## config.mk

```make
export PLATFORM = sky130hd
export DESIGN_NAME = bus_arbiter_rr
export DESIGN_NICKNAME = d
export VERILOG_FILES = /design/src/rtl/bus_arbiter_rr.sv
export SDC_FILE = /design/constraint.sdc
export NUM_CORES = 1
export LEC_CHECK = 0
export CORE_AREA = 2 2 39 41
export CTS_CLUSTER_DIAMETER = 30
export CTS_CLUSTER_SIZE = 28
export DETAILED_ROUTE_END_ITERATION = 16
export DIE_AREA = 0 0 41 43
export PLACE_DENSITY = 0.51
export REMOVE_ABC_BUFFERS = 1
export SETUP_SLACK_MARGIN = 0.5
export SLEW_MARGIN = 20
export SYNTH_ARGS = -nofsm -noshare
export SYNTH_HDL_FRONTEND = slang
export SYNTH_SLANG_ARGS = --single-unit
```

## constraint.sdc

```tcl
create_clock -name clk -period 3.35 [get_ports clk]
set_input_delay 0.335 -clock clk [delete_from_list [all_inputs] [get_ports clk]]
set_output_delay 0.335 -clock clk [all_outputs]
set_load 0.1 [all_outputs]
```

## src/rtl/bus_arbiter_rr.sv

```systemverilog
// Round-robin owner register for four active-low bus masters with registered, parked grants.
// Optional tenure preemption is compiled in with `define ARB_PREEMPT_EN.
module bus_arbiter_rr #(
  parameter int unsigned MAX_HOLD = 16,
  parameter int unsigned CNT_W    = 5
) (
  input  logic       clk,
  input  logic       reset,
  input  logic       m0_req_,
  input  logic       m1_req_,
  input  logic       m2_req_,
  input  logic       m3_req_,
  input  logic       bus_as_,
  output logic       m0_grnt_,
  output logic       m1_grnt_,
  output logic       m2_grnt_,
  output logic       m3_grnt_,
  output logic [1:0] owner
);

  // Handshake: a master asserts req_ low and owns the bus from the edge after which its
  // grnt_ reads low; it keeps it while req_ stays low and gives it up by raising req_.
  typedef enum logic {
    ST_HOLD    = 1'b0,
    ST_RELEASE = 1'b1
  } state_t;

  state_t     w_state;
  logic [3:0] w_req;
  logic [1:0] r_owner;
  logic [3:0] r_grnt_n;
  logic [1:0] w_owner_nxt;
  logic       w_found;
  logic [1:0] w_cand;
  logic       w_preempt;

  assign w_req = ~{m3_req_, m2_req_, m1_req_, m0_req_};

  // First requester after the owner, wrapping modulo 4; the owner itself is never a candidate.
  always_comb begin : search
    logic [1:0] idx;
    w_found = 1'b0;
    w_cand  = r_owner;
    idx     = r_owner;
    for (int k = 1; k < 4; k++) begin
      idx = r_owner + 2'(k);
      if (!w_found && w_req[idx]) begin
        w_found = 1'b1;
        w_cand  = idx;
      end
    end
  end

`ifdef ARB_PREEMPT_EN
  localparam logic [CNT_W-1:0] HOLD_LIM = CNT_W'(MAX_HOLD);

  logic [CNT_W-1:0] r_cnt;

  assign w_preempt = (r_cnt >= HOLD_LIM) && bus_as_;

  always_ff @(posedge clk) begin
    if (!reset) begin
      r_cnt <= '0;
    end else if (w_owner_nxt != r_owner) begin
      r_cnt <= '0;
    end else if (w_state == ST_HOLD && r_cnt != '1) begin
      r_cnt <= r_cnt + 1'b1;
    end
  end
`else
  logic w_unused;

  assign w_preempt = 1'b0;
  assign w_unused  = bus_as_ & (MAX_HOLD != 0) & (CNT_W != 0);
`endif

  always_comb begin : next_state
    w_state     = w_req[r_owner] ? ST_HOLD : ST_RELEASE;
    w_owner_nxt = r_owner;
    case (w_state)
      ST_HOLD:    if (w_preempt && w_found) w_owner_nxt = w_cand;
      ST_RELEASE: if (w_found) w_owner_nxt = w_cand;
      default:    w_owner_nxt = r_owner;
    endcase
  end

  // Grants are decoded from the next owner so they change on the same edge as owner.
  always_ff @(posedge clk) begin
    if (!reset) begin
      r_owner  <= 2'd0;
      r_grnt_n <= 4'b1110;
    end else begin
      r_owner  <= w_owner_nxt;
      r_grnt_n <= ~(4'b0001 << w_owner_nxt);
    end
  end

  assign owner    = r_owner;
  assign m0_grnt_ = r_grnt_n[0];
  assign m1_grnt_ = r_grnt_n[1];
  assign m2_grnt_ = r_grnt_n[2];
  assign m3_grnt_ = r_grnt_n[3];

endmodule

```

==> results.py, run 1 <==
metrics = {
    "sta": {
        "finalWorstPathRequiredPeriod_ns": 2.193,
        "timing.fmax_mhz": 455.9,
        "tns_setup_ns": 0,
        "hold_viol_final": 0,
        "clock-skew-final_ns": 0.001143,
        "layout_worst_path_cycle_share_pct": 65.48,
        "max_slew.worst_pin.slew_ns": 0.9734,
        "setup_viol": 0,
        "grt_setup_unrepaired": "no",
        "slew_headroom_pct": 34.90,
        "timing_max_transition_violations_final": 0,
    },
    "power": {
        "p_int_uw": 141.2,
        "comb_power_share_pct": 35.2,
        "power.switching_fraction_pct": 37.63,
        "power.switching_uw": 85.18,
        "power_total_uw": 226.4,
        "total_leakage_power_nw": 0.1460,
        "seq_power_share_pct": 36.1,
        "power_density_nw_per_um2": 556.7,
        "p_clk_share_pct": 28.6,
        "peakVddDrop_mv": 0.2297,
    },
    "routing": {
        "drc": 0,
        "aggregate_routed_wire_length_um": 552,
        "initialDrtViolationCount": 1,
        "detailroute.via_count": 232,
        "dr_pass1_iterations": 2,
        "drtAntennaViolNets": 0,
        "avgViaCountPerCell": 4.218,
        "wl_per_cell_um": 10.04,
    },
    "global_routing": {
        "grt_first_pass_wirelength_um": 862,
        "via_count_of_the_first_global_routing_pass": 218,
        "grt_overall_usage_pct": 7.351,
        "pin_count_of_the_biggest_net_entering_global_routing": 7,
        "globalRoute.totalOverflow": 0,
        "antenna_found_initial": 0,
    },
    "logic_synthesis": {
        "synth-xor-area-share_pct": 0,
        "ys_ff_latch": 6,
        "synth_area_um2": 254.0,
        "synthesis.area_per_instance_um2": 10.16,
        "synth-seq-area-share_pct": 47.29,
        "synth-compound-area-share_pct": 25.12,
        "synth_top_cell_by_area": "sky130_fd_sc_hd__dfxtp_1",
        "synthTopCellsByArea": "sky130_fd_sc_hd__dfxtp_1 47%, sky130_fd_sc_hd__o32ai_2 6.4%, sky130_fd_sc_hd__nor3b_2 4.9%, sky130_fd_sc_hd__and3_4 4.4%, sky130_fd_sc_hd__nand2_1 4.4%",
        "synthSimpleGateAreaFrac_pct": 27.59,
        "yosys.area_share.adder_pct": 0,
        "dominant_combinational_cell_family_by_area_after_synthesis": "simple AND/OR/NAND/NOR gates",
        "mux_cell_area_share_after_synthesis_pct": 0,
        "synth_cell_type_count": 16,
        "synth-warning-count": 0,
        "top_area_cell_type_share_of_the_netlist_area_pct": 47.29,
        "synth_cells": 25,
    },
    "finish": {
        "drive_above_1_share_pct": 17.95,
        "n_fill_cell": 146,
        "layout.nets": 48,
        "register_area_um2": 120.1,
        "multi_input_gate_area_in_the_final_layout_um2": 133.9,
        "flow.area_growth_from_synthesis_pct": 60.10,
        "final_cell_utilization_of_the_core_pct": 29.39,
        "insertedDiodeCount": 0,
    },
    "placed_design": {
        "portBuffers": 11,
        "place.gp.congestion": 0.6428,
    },
    "clock_tree": {
        "clock_latency_ns": 0.24,
        "cts_hold_buf": 0,
        "cts_inserted_buffers": 3,
        "cts-root-buf": "sky130_fd_sc_hd__clkbuf_4",
        "cts.path.max_buffers": 2,
        "h_tree_levels": 1,
        "clk_pin_slew_worst_paths_ns": 0.04,
        "postCtsSetupBuffers": 0,
        "clock_sinks": 6,
        "cts_tree": "yes",
        "cts.repair.resized": 0,
    },
    "worst_setup_path": {
        "critical_path.top_delay_family": "buffers and inverters",
        "worst-endpoint-required_ns": 3.01,
        "critPathBufInv": 1,
        "crit_arrival_ns": 1.86,
        "worst_path_largest_cell_delay_ns": 1.18,
        "critPathSlowestCell": "sky130_fd_sc_hd__clkdlybuf4s50_1",
        "start_kind": "flip-flop",
        "worstPathMaxFanout": 6,
        "endpoint_kind": "output pin",
        "timing_worst_setup_path_type": "flip-flop to output pin",
        "cell_by_cell_listing_of_the_critical_path": "clkdlybuf4s50_1",
    },
    "worst_hold_path": {
        "hold_path_class": "flip-flop to flip-flop",
    },
    "floorplan": {
        "floorplan.rows": 14,
        "dieArea_um2": 1763,
        "placeableCoreArea_um2": 1384,
        "die_h_um": 43,
        "design.portCount": 13,
        "die_w_um": 41,
        "initial_core_util_pct": 18.35,
    },
    "status": {
        "outcome": "completed",
    },
    "run": {
        "drv_cap": 0,
    },
}
area by class of cell:
type                            count  area share, %
Multi-Input combinational cell     19          32.92
Timing Repair Buffer               11          27.08
Sequential cell                     6          29.54
Tap cell                           16          4.923
Clock buffer                        3          5.538
sequential cells by signal (all words and copies together) (netlist names):
| name | count |
|---|---|
| owner | 2 |
| r_grnt_n | 4 |
cell usage in the layout, fill, tap and decap left out:
cell type                         instances
sky130_fd_sc_hd__o21ai_0                  2
sky130_fd_sc_hd__o21a_1                   1
sky130_fd_sc_hd__nor3b_2                  1
sky130_fd_sc_hd__clkbuf_4                 3
sky130_fd_sc_hd__nor2b_1                  1
sky130_fd_sc_hd__nand2_1                  3
sky130_fd_sc_hd__a31oi_1                  1
sky130_fd_sc_hd__dfxtp_1                  6
sky130_fd_sc_hd__o32ai_2                  1
sky130_fd_sc_hd__or2_1                    1
sky130_fd_sc_hd__nor2_1                   2
sky130_fd_sc_hd__o211ai_1                 1
sky130_fd_sc_hd__and3_4                   1
sky130_fd_sc_hd__nand2b_1                 1
sky130_fd_sc_hd__nor2b_2                  1
sky130_fd_sc_hd__o2111a_1                 1
sky130_fd_sc_hd__a21oi_1                  1
sky130_fd_sc_hd__clkdlybuf4s50_1         11
per-stage QoR:
stage	setup slack (ns)	cell area (um2)	hold slack (ns)	std cells
6_report	1.157	406.6	0.6790	55
3_5_place_dp	1.405	384.1	0.6844	52
2_1_floorplan	1.412	254.0	0.4893	25
4_1_cts	1.145	406.6	0.6922	55
3_3_place_gp	1.407	384.1	0.6750	52
5_1_grt	1.072	406.6	0.7186	55
path summary, 6_finish.rpt:
check | from | end | slack, ns | depth (start not counted)
setup reg to reg | owner[1] | r_grnt_n[0] | 2.01 | 4
hold reg to reg | owner[1] | owner[1] | 0.68 | 2
setup / recovery | owner[1] | owner[1] | 1.16 | 1
hold / removal | owner[1] | owner[1] | 0.68 | 2
power by group through the flow:
stage / clock network, mW / logic (mW) / registers (mW)
4_1_cts: 0.0679 / 0.0803 / 0.0818
3_3_place_gp: 0 / 0.0800 / 0.0831
5_1_grt: 0.0717 / 0.0829 / 0.0826
6_report: 0.0648 / 0.0798 / 0.0818
2_1_floorplan: 0 / 0.0147 / 0.126
3_5_place_dp: 0 / 0.0799 / 0.0830
Yosys cell counts (all sizes together):
| cell | number |
|---|---|
| dfxtp | 6 |
| nand2 | 3 |
| nor2 | 2 |
| nor2b | 2 |
| o21ai | 2 |
| a21oi | 1 |
| a31oi | 1 |
| and3 | 1 |
| nand2b | 1 |
| nor3b | 1 |
| o2111a | 1 |
| o211ai | 1 |
| o21a | 1 |
| o32ai | 1 |
| or2 | 1 |
kinds of logic after synthesis:
kind of cell     Yosys count
AND/OR/NAND/NOR           11
AO/OA/AOI/OAI              8
flip-flops                 6
per-layer routing:
layer / vias up / global-route usage, % / part of all wire, %
met5: - / 0 / 0
met4: 0 / 4.000 / 0
met3: 0 / 4.188 / 14
met2: 11 / 8.125 / 36
met1: 100 / 10.71 / 51
li1: 121 / - / -
Power figures use the tool's default switching activity.
==> run 2, diff against run 1 <==
PLACE_DENSITY = 0.53   (was 0.51)
clock period = 1.8 ns   (was 3.35 ns; I/O delays follow)
==> results.py, run 2 (same netlist as run 1, synthesis figures left out) <==
metrics = {
    "status": {
        "outcome": "completed",
    },
    "power": {
        "p_int_uw": 264.3,
        "power_density_nw_per_um2": 1003,
        "power.switching_uw": 162.2,
        "total_leakage_power_nw": 0.1726,
        "peakVddDrop_mv": 0.3895,
        "power.switching_fraction_pct": 38.03,
        "seq_power_share_pct": 36.2,
        "p_clk_share_pct": 28.0,
        "comb_power_share_pct": 35.8,
    },
    "placed_design": {
        "portBuffers": 11,
        "place.gp.congestion": 0.6112,
        "pre_cts_ws_ns": 0.1216,
        "postPlaceCellArea_um2": 369.1,
    },
    "sta": {
        "clock-skew-final_ns": 0.002762,
        "finalWorstPathRequiredPeriod_ns": 1.230,
        "max_slew.worst_pin.slew_ns": 0.2797,
        "timing.fmax_mhz": 813.1,
        "final.setup.worst_slack_ns": 0.5701,
        "slew_headroom_pct": 81.51,
        "tns_setup_ns": 0,
        "hold_viol_final": 0,
        "layout_worst_path_cycle_share_pct": 68.33,
        "setup_viol": 0,
        "timing_max_transition_violations_final": 0,
        "grt_setup_unrepaired": "no",
    },
    "clock_tree": {
        "h_tree_levels": 1,
        "clock_sinks": 6,
        "cts-root-buf": "sky130_fd_sc_hd__clkbuf_4",
        "cts_hold_buf": 0,
        "clock_latency_ns": 0.24,
        "clk_pin_slew_worst_paths_ns": 0.04,
        "cts.path.max_buffers": 2,
        "cts_inserted_buffers": 3,
        "cts_tree": "yes",
    },
    "worst_setup_path": {
        "worst_path_largest_cell_delay_ns": 0.37,
        "critPathSlowestCell": "sky130_fd_sc_hd__dfxtp_4",
        "cell_by_cell_listing_of_the_critical_path": "nor3b_4, a31oi_1, o2111a_2, or2_1",
        "worst-endpoint-required_ns": 1.92,
        "start_kind": "flip-flop",
        "worstPathMaxFanout": 6,
        "timing_worst_setup_path_type": "flip-flop to flip-flop",
        "ff2ff_setup_slack_ns": 0.57,
        "endpoint_kind": "flip-flop",
        "crit_arrival_ns": 1.35,
    },
    "finish": {
        "insertedDiodeCount": 0,
        "largest_register_ff_count": 4,
        "flow.area_growth_from_synthesis_pct": 67.49,
        "drive_above_1_share_pct": 45.00,
        "layout_common_cells": "7 x sky130_fd_sc_hd__buf_4, 4 x sky130_fd_sc_hd__dfxtp_1, 3 x sky130_fd_sc_hd__nand2_1, 3 x sky130_fd_sc_hd__clkbuf_4, 3 x sky130_fd_sc_hd__dlygate4sd2_1",
        "mostFrequentLayoutCell": "sky130_fd_sc_hd__buf_4",
        "final_cell_utilization_of_the_core_pct": 30.74,
        "max_flop_register": "r_grnt_n",
        "design_area_um2": 425.4,
        "n_fill_cell": 152,
        "layout.nets": 49,
    },
    "routing": {
        "aggregate_routed_wire_length_um": 581,
        "drtAntennaViolNets": 0,
        "initialDrtViolationCount": 0,
        "dr_pass1_iterations": 1,
        "drc": 0,
        "avgViaCountPerCell": 4.161,
        "detailroute.via_count": 233,
        "wl_per_cell_um": 10.38,
    },
    "global_routing": {
        "globalRoute.totalOverflow": 0,
        "grt_first_pass_wirelength_um": 883,
        "pin_count_of_the_biggest_net_entering_global_routing": 7,
        "grt_overall_usage_pct": 7.538,
        "via_count_of_the_first_global_routing_pass": 227,
        "antenna_found_initial": 0,
    },
    "floorplan": {
        "die_w_um": 41,
        "design.portCount": 13,
        "die_h_um": 43,
        "dieArea_um2": 1763,
        "floorplan.rows": 14,
        "initial_core_util_pct": 18.35,
        "placeableCoreArea_um2": 1384,
    },
    "worst_hold_path": {
        "hold_path_class": "input port to flip-flop",
    },
    "run": {
        "drv_cap": 0,
    },
}
==> run 2: layout make-up <==
cell class	instances	area, um2	area share [%]
sequential	6	125.1	29.41
tap	16	20.02	4.706
timing repair buffer	12	101.3	23.82
multi-input combinational	19	156.4	36.76
clock buffer	3	22.52	5.294
==> run 2: power by group through the flow <==
stage	clock network [mW]	logic, mW	registers (mW)
finish	0.120	0.153	0.154
global route	0.133	0.159	0.157
CTS	0.125	0.150	0.154
detailed placement	0	0.144	0.155
global placement	0	0.144	0.155
floorplan	0	0.0273	0.234
==> run 2: repair_timing <==
| item | in CTS | in global routing |
|---|---|---|
| buffers inserted | 1 | 0 |
| pin swaps | 2 | 1 |
| endpoints found under the setup margin | 2 | 1 |
| gates resized for setup | 6 | 6 |
==> run 2: critical path, delay by kind of cell, from the launching register on <==
family             cells  cell delay, ns
and+or+nand+nor        2            0.46
AOI/OAI and AO/OA      2            0.29
DFF                    1            0.37
==> run 2: through the flow <==
step / cells / hold slack (ns) / power, mW
final: 56 / 0.4380 / 0.4266
after global routing: 56 / 0.4657 / 0.4481
after CTS: 56 / 0.4329 / 0.4292
after detailed placement: 52 / 0.6738 / 0.2994
after global placement: 52 / 0.6716 / 0.2993
after floorplan: 25 / 0.3343 / 0.2613
==> run 2: worst paths after layout <==
kind,end,from,cells past startpoint
max,r_grnt_n[0],owner[1],4
min,r_grnt_n[2],m3_req_,4
max reg2reg,r_grnt_n[0],owner[1],4
min reg2reg,owner[1],owner[1],2
==> run 2: per-layer routing <==
layer  share of wire (%)  up-vias  track usage [%]
li1                    -      122                -
met1                  44      103            9.677
met2                  46        8            10.31
met3                 9.6        0            1.571
met4                   0        0            6.000
met5                   0        -                0
==> run 3, diff against run 2 <==
clock period = 1.05 ns   (was 1.8 ns; I/O delays follow)
==> results.py, run 3 (same netlist as run 1, synthesis figures left out) <==
metrics = {
    "routing": {
        "avgViaCountPerCell": 4.306,
        "initialDrtViolationCount": 1,
        "wl_per_cell_um": 10.74,
        "drtAntennaViolNets": 0,
        "detailroute.via_count": 267,
        "drc": 0,
        "dr_pass1_iterations": 3,
        "aggregate_routed_wire_length_um": 666,
    },
    "power": {
        "power_density_nw_per_um2": 1427,
        "peakVddDrop_mv": 0.5456,
        "total_leakage_power_nw": 0.2446,
        "power_total_uw": 837.4,
    },
    "placed_design": {
        "portBuffers": 11,
        "pre_cts_ws_ns": -0.4327,
        "place.gp.congestion": 0.6763,
        "cell_total_after_placement": 58,
        "postPlaceCellArea_um2": 489.2,
    },
    "clock_tree": {
        "clk_pin_slew_worst_paths_ns": 0.04,
        "cts_inserted_buffers": 3,
        "cts.path.max_buffers": 2,
        "clock_sinks": 6,
        "h_tree_levels": 1,
        "cts_hold_buf": 0,
        "clock_latency_ns": 0.24,
        "cts_tree": "yes",
        "cts-root-buf": "sky130_fd_sc_hd__clkbuf_4",
    },
    "floorplan": {
        "floorplan.rows": 14,
        "initial_core_util_pct": 18.35,
        "dieArea_um2": 1763,
        "die_h_um": 43,
        "design.portCount": 13,
        "die_w_um": 41,
        "placeableCoreArea_um2": 1384,
    },
    "finish": {
        "mostFrequentLayoutCell": "sky130_fd_sc_hd__buf_12",
        "drive_above_1_share_pct": 67.39,
        "layout_common_cells": "6 x sky130_fd_sc_hd__buf_12, 4 x sky130_fd_sc_hd__buf_4, 3 x sky130_fd_sc_hd__clkbuf_4, 3 x sky130_fd_sc_hd__buf_6, 3 x sky130_fd_sc_hd__dfxtp_2",
        "largest_register_ff_count": 4,
        "max_flop_register": "r_grnt_n",
        "insertedDiodeCount": 0,
        "finalNonFillerCells": 62,
        "flow.area_growth_from_synthesis_pct": 131.0,
        "layout.nets": 55,
        "design_area_um2": 586.8,
    },
    "status": {
        "outcome": "complete, but fails checks",
        "failing_checks": "setup timing",
    },
    "worst_setup_path": {
        "endpoint_kind": "flip-flop",
        "worstPathMaxFanout": 4,
        "timing_worst_setup_path_type": "flip-flop to flip-flop",
        "start_kind": "flip-flop",
        "worst-endpoint-required_ns": 1.18,
        "crit_arrival_ns": 1.33,
    },
    "sta": {
        "setup_viol": 6,
        "timing.fmax_mhz": 829.7,
        "slew_headroom_pct": 83.50,
        "layout_worst_path_cycle_share_pct": 114.8,
        "timing_max_transition_violations_final": 0,
        "final.setup.worst_slack_ns": -0.1553,
        "max_slew.worst_pin.slew_ns": 0.2474,
        "grt_setup_unrepaired": "yes",
        "timing.hold.ws_ns": 0.3189,
        "hold_viol_final": 0,
        "finalWorstPathRequiredPeriod_ns": 1.205,
        "clock-skew-final_ns": 0.0007781,
    },
    "global_routing": {
        "pin_count_of_the_biggest_net_entering_global_routing": 7,
        "grt_first_pass_wirelength_um": 972,
        "globalRoute.totalOverflow": 0,
        "via_count_of_the_first_global_routing_pass": 261,
        "grt_overall_usage_pct": 8.954,
        "antenna_found_initial": 0,
    },
    "worst_hold_path": {
        "hold_path_class": "input port to flip-flop",
    },
    "run": {
        "drv_cap": 0,
    },
}
==> run 3: final timing paths <==
check,end,start,slack (ns),cells past startpoint
worst max-delay path,r_grnt_n[0],owner[1],-0.16,4
worst min-delay path,r_grnt_n[2],m0_req_,0.32,4
worst max register to register,r_grnt_n[0],owner[1],-0.16,4
worst min register to register,r_grnt_n[2],owner[0],0.72,4
==> run 3: timing repair <==
action | CTS | global route
pin swaps | 2 | 5
setup endpoints to repair | 12 | 12
buffers inserted | 1 | 0
resized for setup | 14 | 11
==> run 3: area by class of cell <==
cell class,instances,area [um2]
fillers,140,797.0
repair buffers,18,236.5
multi-input cells,19,176.4
flip-flops and latches,6,131.4
clock buffers,3,22.52
well taps,16,20.02
==> run 3: layer usage <==
| metal | vias to the layer above | part of all wire (%) | GRT usage, % |
|---|---|---|---|
| met5 | - | 0 | 0 |
| met4 | 0 | 0 | 10.00 |
| met3 | 0 | 6.6 | 3.141 |
| met2 | 8 | 57 | 13.75 |
| met1 | 124 | 36 | 7.767 |
| li1 | 135 | - | - |
==> run 3: report_power, final <==
group          switching, mW  total (mW)  internal, mW
logic                  0.204       0.358         0.154
registers             0.0227       0.272         0.249
clock network         0.0782       0.207         0.129
==> run 3: worst max-delay path, cell delays in order, from the launching register on <==
cell and delay (ns):
sky130_fd_sc_hd__dfxtp_4 0.35, sky130_fd_sc_hd__nor3b_4 0.25, sky130_fd_sc_hd__a31oi_2 0.08, sky130_fd_sc_hd__o2111a_2 0.20, sky130_fd_sc_hd__or2_1 0.20
==> run 3: metrics by stage <==
stage / utilization, % / TNS (ns)
2_1_floorplan: - / -4.412
3_3_place_gp: 35.35 / -2.032
3_5_place_dp: 35.35 / -2.030
4_1_cts: 40.24 / -0.8031
5_1_grt: 42.41 / -0.6516
6_report: 42.41 / -0.3886
